`src/rtl/mpeg_vlc_pkg.sv`:
```
// rtl/mpeg_vlc_pkg.sv - shared widths and motion_code VLC tables
package mpeg_vlc_pkg;

    localparam int MV_BUF_W   = 11;
    localparam int MV_SHIFT_W = 5;
    localparam int MV_MAG_W   = 5;
    localparam int MV_LEN_W   = 4;

    typedef struct packed {
        logic [MV_MAG_W-1:0] mag;
        logic [MV_LEN_W-1:0] len;
    } vlc_entry_t;

    // Indexed by buf[9:7]; entry 0 is never selected.
    localparam vlc_entry_t TAB0 [8] = '{
        '{5'd0, 4'd0}, '{5'd3, 4'd3}, '{5'd2, 4'd2}, '{5'd2, 4'd2},
        '{5'd1, 4'd1}, '{5'd1, 4'd1}, '{5'd1, 4'd1}, '{5'd1, 4'd1}
    };

    // Indexed by buf[6:4]; entries 0..2 are never selected.
    localparam vlc_entry_t TAB1 [8] = '{
        '{5'd0, 4'd0}, '{5'd0, 4'd0}, '{5'd0, 4'd0}, '{5'd7, 4'd6},
        '{5'd6, 4'd6}, '{5'd5, 4'd6}, '{5'd4, 4'd5}, '{5'd4, 4'd5}
    };

    // Indexed by buf[9:1] - 12.
    localparam vlc_entry_t TAB2 [12] = '{
        '{5'd16, 4'd9}, '{5'd15, 4'd9}, '{5'd14, 4'd9}, '{5'd13, 4'd9},
        '{5'd12, 4'd9}, '{5'd11, 4'd9}, '{5'd10, 4'd8}, '{5'd10, 4'd8},
        '{5'd9,  4'd8}, '{5'd9,  4'd8}, '{5'd8,  4'd8}, '{5'd8,  4'd8}
    };

endpackage

```
`src/rtl/mv_vlc_lookup.sv`:
```
// rtl/mv_vlc_lookup.sv - combinational motion_code codeword to {magnitude, shift, sign, err}
module mv_vlc_lookup
    import mpeg_vlc_pkg::*;
(
    input  logic [MV_BUF_W-1:0]   bits,
    output logic [MV_MAG_W-1:0]   mag,
    output logic [MV_SHIFT_W-1:0] shift,
    output logic                  neg,
    output logic                  err
);

    logic [8:0] c9;
    logic [3:0] c_idx;
    logic [3:0] sign_pos;
    vlc_entry_t ent;

    assign c9    = bits[9:1];
    // Only evaluated for c9 in 12..23, where the low nibble minus 12 (mod 16) is 0..11.
    assign c_idx = c9[3:0] - 4'd12;

    always_comb begin
        ent = '0;
        err = 1'b0;
        if (!bits[10]) begin
            if (bits[9:7] != 3'b000) begin
                ent = TAB0[bits[9:7]];
            end else if (c9 >= 9'd24) begin
                ent = TAB1[bits[6:4]];
            end else if (c9 >= 9'd12) begin
                ent = TAB2[c_idx];
            end else begin
                err = 1'b1;
            end
        end
    end

    // The sign bit always sits right after the len-bit body that follows the marker zero.
    assign sign_pos = 4'd9 - ent.len;
    assign mag      = ent.mag;
    assign neg      = (ent.len != 4'd0) && bits[sign_pos];
    assign shift    = (ent.len == 4'd0) ? 5'd1 : ({1'b0, ent.len} + 5'd2);

endmodule

```
`src/rtl/get_motion_code_vlc.sv`:
```
// rtl/get_motion_code_vlc.sv - registered MPEG-2 motion_code VLC decoder
module get_motion_code_vlc
    import mpeg_vlc_pkg::*;
#(
    parameter int MCODE_W = 5
) (
    input  logic                      clk,
    input  logic                      rst,
    // "buf" is a reserved gate keyword, so the window is named bitbuf.
    input  logic [MV_BUF_W-1:0]       bitbuf,
    input  logic                      in_valid,
    output logic [MV_SHIFT_W-1:0]     outshift,
    output logic signed [MCODE_W-1:0] mcode,
    output logic                      done,
    output logic                      err
);

    logic [MV_MAG_W-1:0]       lk_mag;
    logic [MV_SHIFT_W-1:0]     lk_shift;
    logic                      lk_neg;
    logic                      lk_err;
    logic [MCODE_W-1:0]        mag_w;
    logic signed [MCODE_W-1:0] mcode_nxt;

    mv_vlc_lookup u_lookup (
        .bits  (bitbuf),
        .mag   (lk_mag),
        .shift (lk_shift),
        .neg   (lk_neg),
        .err   (lk_err)
    );

    // A 5-bit result wraps +16 onto 5'b10000.
    assign mag_w     = MCODE_W'(lk_mag);
    assign mcode_nxt = lk_neg ? -$signed(mag_w) : $signed(mag_w);

    always_ff @(posedge clk or negedge rst) begin
        if (!rst) begin
            outshift <= '0;
            mcode    <= '0;
            done     <= 1'b0;
            err      <= 1'b0;
        end else begin
            done <= in_valid;
            if (in_valid) begin
                outshift <= lk_shift;
                mcode    <= mcode_nxt;
                err      <= lk_err;
            end
        end
    end

endmodule

```
`config.mk`:
```
export PLATFORM = sky130hd
export DESIGN_NAME = get_motion_code_vlc
export DESIGN_NICKNAME = d
export VERILOG_FILES = /design/src/rtl/mpeg_vlc_pkg.sv /design/src/rtl/mv_vlc_lookup.sv /design/src/rtl/get_motion_code_vlc.sv
export SDC_FILE = /design/constraint.sdc
export NUM_CORES = 1
export LEC_CHECK = 0
export CORE_UTILIZATION = 47
export DETAILED_ROUTE_END_ITERATION = 12
export DONT_BUFFER_PORTS = 1
export PLACE_DENSITY_LB_ADDON = 0.25
export SLEW_MARGIN = 40
export SYNTH_ARGS = -nofsm -noshare
export SYNTH_HDL_FRONTEND = slang
export SYNTH_SLANG_ARGS = --single-unit
```
`constraint.sdc`:
```
create_clock -name clk -period 1.1 [get_ports clk]
set_clock_uncertainty 0.1 [all_clocks]
set_input_delay 0.22 -clock clk [delete_from_list [all_inputs] [get_ports clk]]
set_output_delay 0.22 -clock clk [all_outputs]
set_load 0.005 [all_outputs]
```
==> metrics.md <==
| Metric | Value |
|---|---|
| Met2 usage in global routing | `46.9%` |
| Peak VDD IR | `0.000903 V` |
| DRC Markers | `0` |
| Arrival time worst endpoint | `2.20 ns` |
| Max Clock Freq | `475 MHz` |
| Critical-path cell list | `inv_12, ha_4, nor3b_4, buf_4, o32a_1, or3_4, a21oi_2, a41oi_2, or4_1, a31oi_1` |
| DIE AREA | `0.00258 mm²` |
| Synth Cell Area | `0.00112 mm²` |
| Final Util | `72.2%` |
| Final hold slack | `0.0148 ns` |
| HP Class | `in -> reg` |
| Layout cell share with drive strength beyond 1 | `42.5%` |
| Area of placed instances | `0.00144 mm²` |
| Asr flop ratio synth | `100%` |
| Fin area | `0.00161 mm²` |
| Netlist cell types | `51` |
| Crit path kind | `in -> reg` |
| Internal reg-to-reg setup slack | `0.22 ns` |
| Drt total wl | `3190 µm` |
| Core region area | `0.00223 mm²` |
| Root Buffer | `clkbuf_4` |
| Yosys top cell area share | `26.8%` |
| GRT overflow | `0` |
| Final Max Slew Viols | `0` |
| Hold Path Stages | `2` |
| Worst R2R End | `mcode[3]` |
| Failing checks | `setup timing` |
| Post-synth net total | `154` |
| Final Hold Vio Count | `0` |
| Clock latency at the later pin of the worst-skew pair | `0.26 ns` |
| Syn avg cell area | `8.47 µm²` |
| Critical Path Start | `bitbuf[3]` |
| Vias/cell | `6.04` |
| Outcome | `finished with violations` |
| Clk slew on worst S/H paths | `0.07 ns` |
| Dpl hpwl | `2410 µm` |
| Flip-flop and latch area | `300 µm²` |
| Final setup fails | `9` |
| Met1 Resource Use GR | `35.7%` |
| Crit path max fanout | `10` |
| CTS max path bufs | `2` |
| Drt wl/cell | `16.3 µm` |
| Multi-input combinational cell area | `886 µm²` |
| Number of global-route vias before repair | `1158` |
| Initial Utilization | `50.1%` |
| Diode count | `0` |
| Pre-CTS setup slack | `-1.42 ns` |
| Predominant post-synthesis flop cell | `dfrtp_1` |
| Die W | `50.8 µm` |
| GRT busiest layer | `met2` |
| Clock Sinks | `12` |
| Min setup slack post-route | `-1.01 ns` |
| CTS buffer count | `3` |
| Worst-margin pin slew | `0.545 ns` |
| Layout Cells excl Fill | `195` |
| Slew HR | `63.5%` |
| First-pass GRT wire length | `5290 µm` |
| Cell type with the highest aggregate area in the netlist | `dfrtp_1` |
| Pwr Density | `773 mW/mm²` |
| Crit. End Element | `flop` |
| Layout Nets | `191` |
| Met3 Resource Use GR | `5.76%` |
| Routability Congestion | `0.903` |
| Cells after DPL | `187` |
| I/O pin total | `26` |
| Reg2reg start | `mcode[3]` |
| Max-Cap Viols | `0` |
| Via count | `1178` |
| H-tree levels | `1` |
| Mapped Cells | `132` |
| YS warnings | `0` |
| Largest net degree at the start of global routing | `13` |
| Initial antenna violation count | `0` |
| Worst path required time | `1.20 ns` |
| Fin crit period | `2.11 ns` |
| Leak pwr | `0.000695 µW` |
| Number of synthesized flops with an enable pin | `0` |
| HP Start | `in_valid` |
| Seq cells post-synth | `12` |
| Max incr delay on CP | `0.52 ns` |
| Worst Hold Endpoint | `mcode[2]` |
| DRT iter0 DRCs | `32` |
| TritonCTS clock tree | `yes` |
| Drt pass-1 iters | `4` |
| Unrepaired setup endpoints after global routing | `true` |
| Row count | `17` |
| Slowest cell on crit path | `or4_1` |
| Cell family with most CP delay | `simple AND/OR/NAND/NOR gates` |
| Sequential fraction of the synthesis area | `26.8%` |
| IO buf count | `0` |
| Top cells by area, synth | `dfrtp_1, ha_1, nand2_1` |
| Vert. Die Dim | `50.8 µm` |
| R2R depth | `2` |
| Antenna Violating Nets Remaining | `0` |
| WP buf/inv | `2` |
| Total Routing Usage GR | `27.8%` |
| Layout area overhead | `44.1%` |
| # fillers | `159` |
| Fin crit share | `191%` |
| Element type at the critical path start | `input port` |
==> where the power goes <==
part	leakage [µW]	internal [µW]	switching, µW
clock network	0.0000138	127	134
registers	0.000153	473	26.3
logic	0.000528	255	231
==> synth_stat cells, drive strengths merged (2+ instances only) <==
cell type,number
o41a,2
a211oi,2
nor2,11
dfrtp,12
inv,10
nor3,8
nand3,5
and2,2
nand2b,2
buf,2
a21oi,4
o21ai,5
clkbuf,4
ha,8
o32ai,2
nor3b,2
or2,3
mux2i,4
a31oi,4
o2bb2ai,2
nand2,11
nor2b,3
==> area by class of cell <==
class / count / share of cell area [%]
multi-input cells: 104 / 55.0
repair buffers: 38 / 18.9
flip-flops and latches: 12 / 18.6
inverters: 10 / 3.88
well taps: 28 / 2.17
clock buffers: 3 / 1.40
==> routing by layer <==
layer | wire (µm) | vias to the layer above
li1 | - | 570
met1 | 1430 | 561
met2 | 1560 | 43
met3 | 153 | 4
met4 | 46 | 0
met5 | 0 | -
==> cells by family after synthesis <==
kind of cell | share of synthesized area (%)
AO/OA/AOI/OAI | 29.9
XOR/XNOR | 0.783
adder cells (fa/ha/maj) | 8.95
buffers and inverters | 5.82
flip-flops | 26.8
multiplexers | 3.58
AND/OR/NAND/NOR | 24.2
==> layout by cell type, fill, tap and decap left out, drive strengths merged, types with 2 or more instances in the layout <==
cell type	n
mux2i	4
a21oi	4
dfrtp	12
nor2b	3
and2	2
nor3	8
o32ai	2
o2bb2ai	2
nor2	11
ha	8
buf	36
clkbuf	3
inv	10
o21ai	5
nand2	11
dlygate4sd3	2
a211oi	2
nand2b	2
o41a	2
a31oi	4
or2	3
nor3b	2
nand3	5
==> metrics by stage <==
step	power, µW	setup TNS (ns)
finish	1250	-6.66
global route	1320	-7.23
CTS	1230	-6.03
detailed placement	909	-9.66
global placement	899	-9.27
floorplan	782	-8.93
==> how the worst max path moves through the flow <==
stage / depth (start not counted) / to / slack [ns]
floorplan: 11 / mcode[2] / -1.54
global placement: 11 / mcode[4] / -1.38
detailed placement: 11 / mcode[4] / -1.42
CTS: 10 / mcode[2] / -0.99
global route: 10 / mcode[4] / -1.08
finish: 10 / mcode[2] / -1.01
==> timing repair <==
action / CTS / global route
endpoints found under the hold margin: 17 / 0
hold buffers: 2 / 0
pin swaps: 13 / 0
gates resized for setup: 25 / 5
setup endpoints to repair: 9 / 9
setup buffers: 2 / 1
==> state kept, by name, indices dropped and copies added, names as in the netlist <==
| register | flops |
|---|---|
| mcode | 5 |
| outshift | 5 |
| done | 1 |
| err | 1 |
Power figures use the tool's default switching activity.
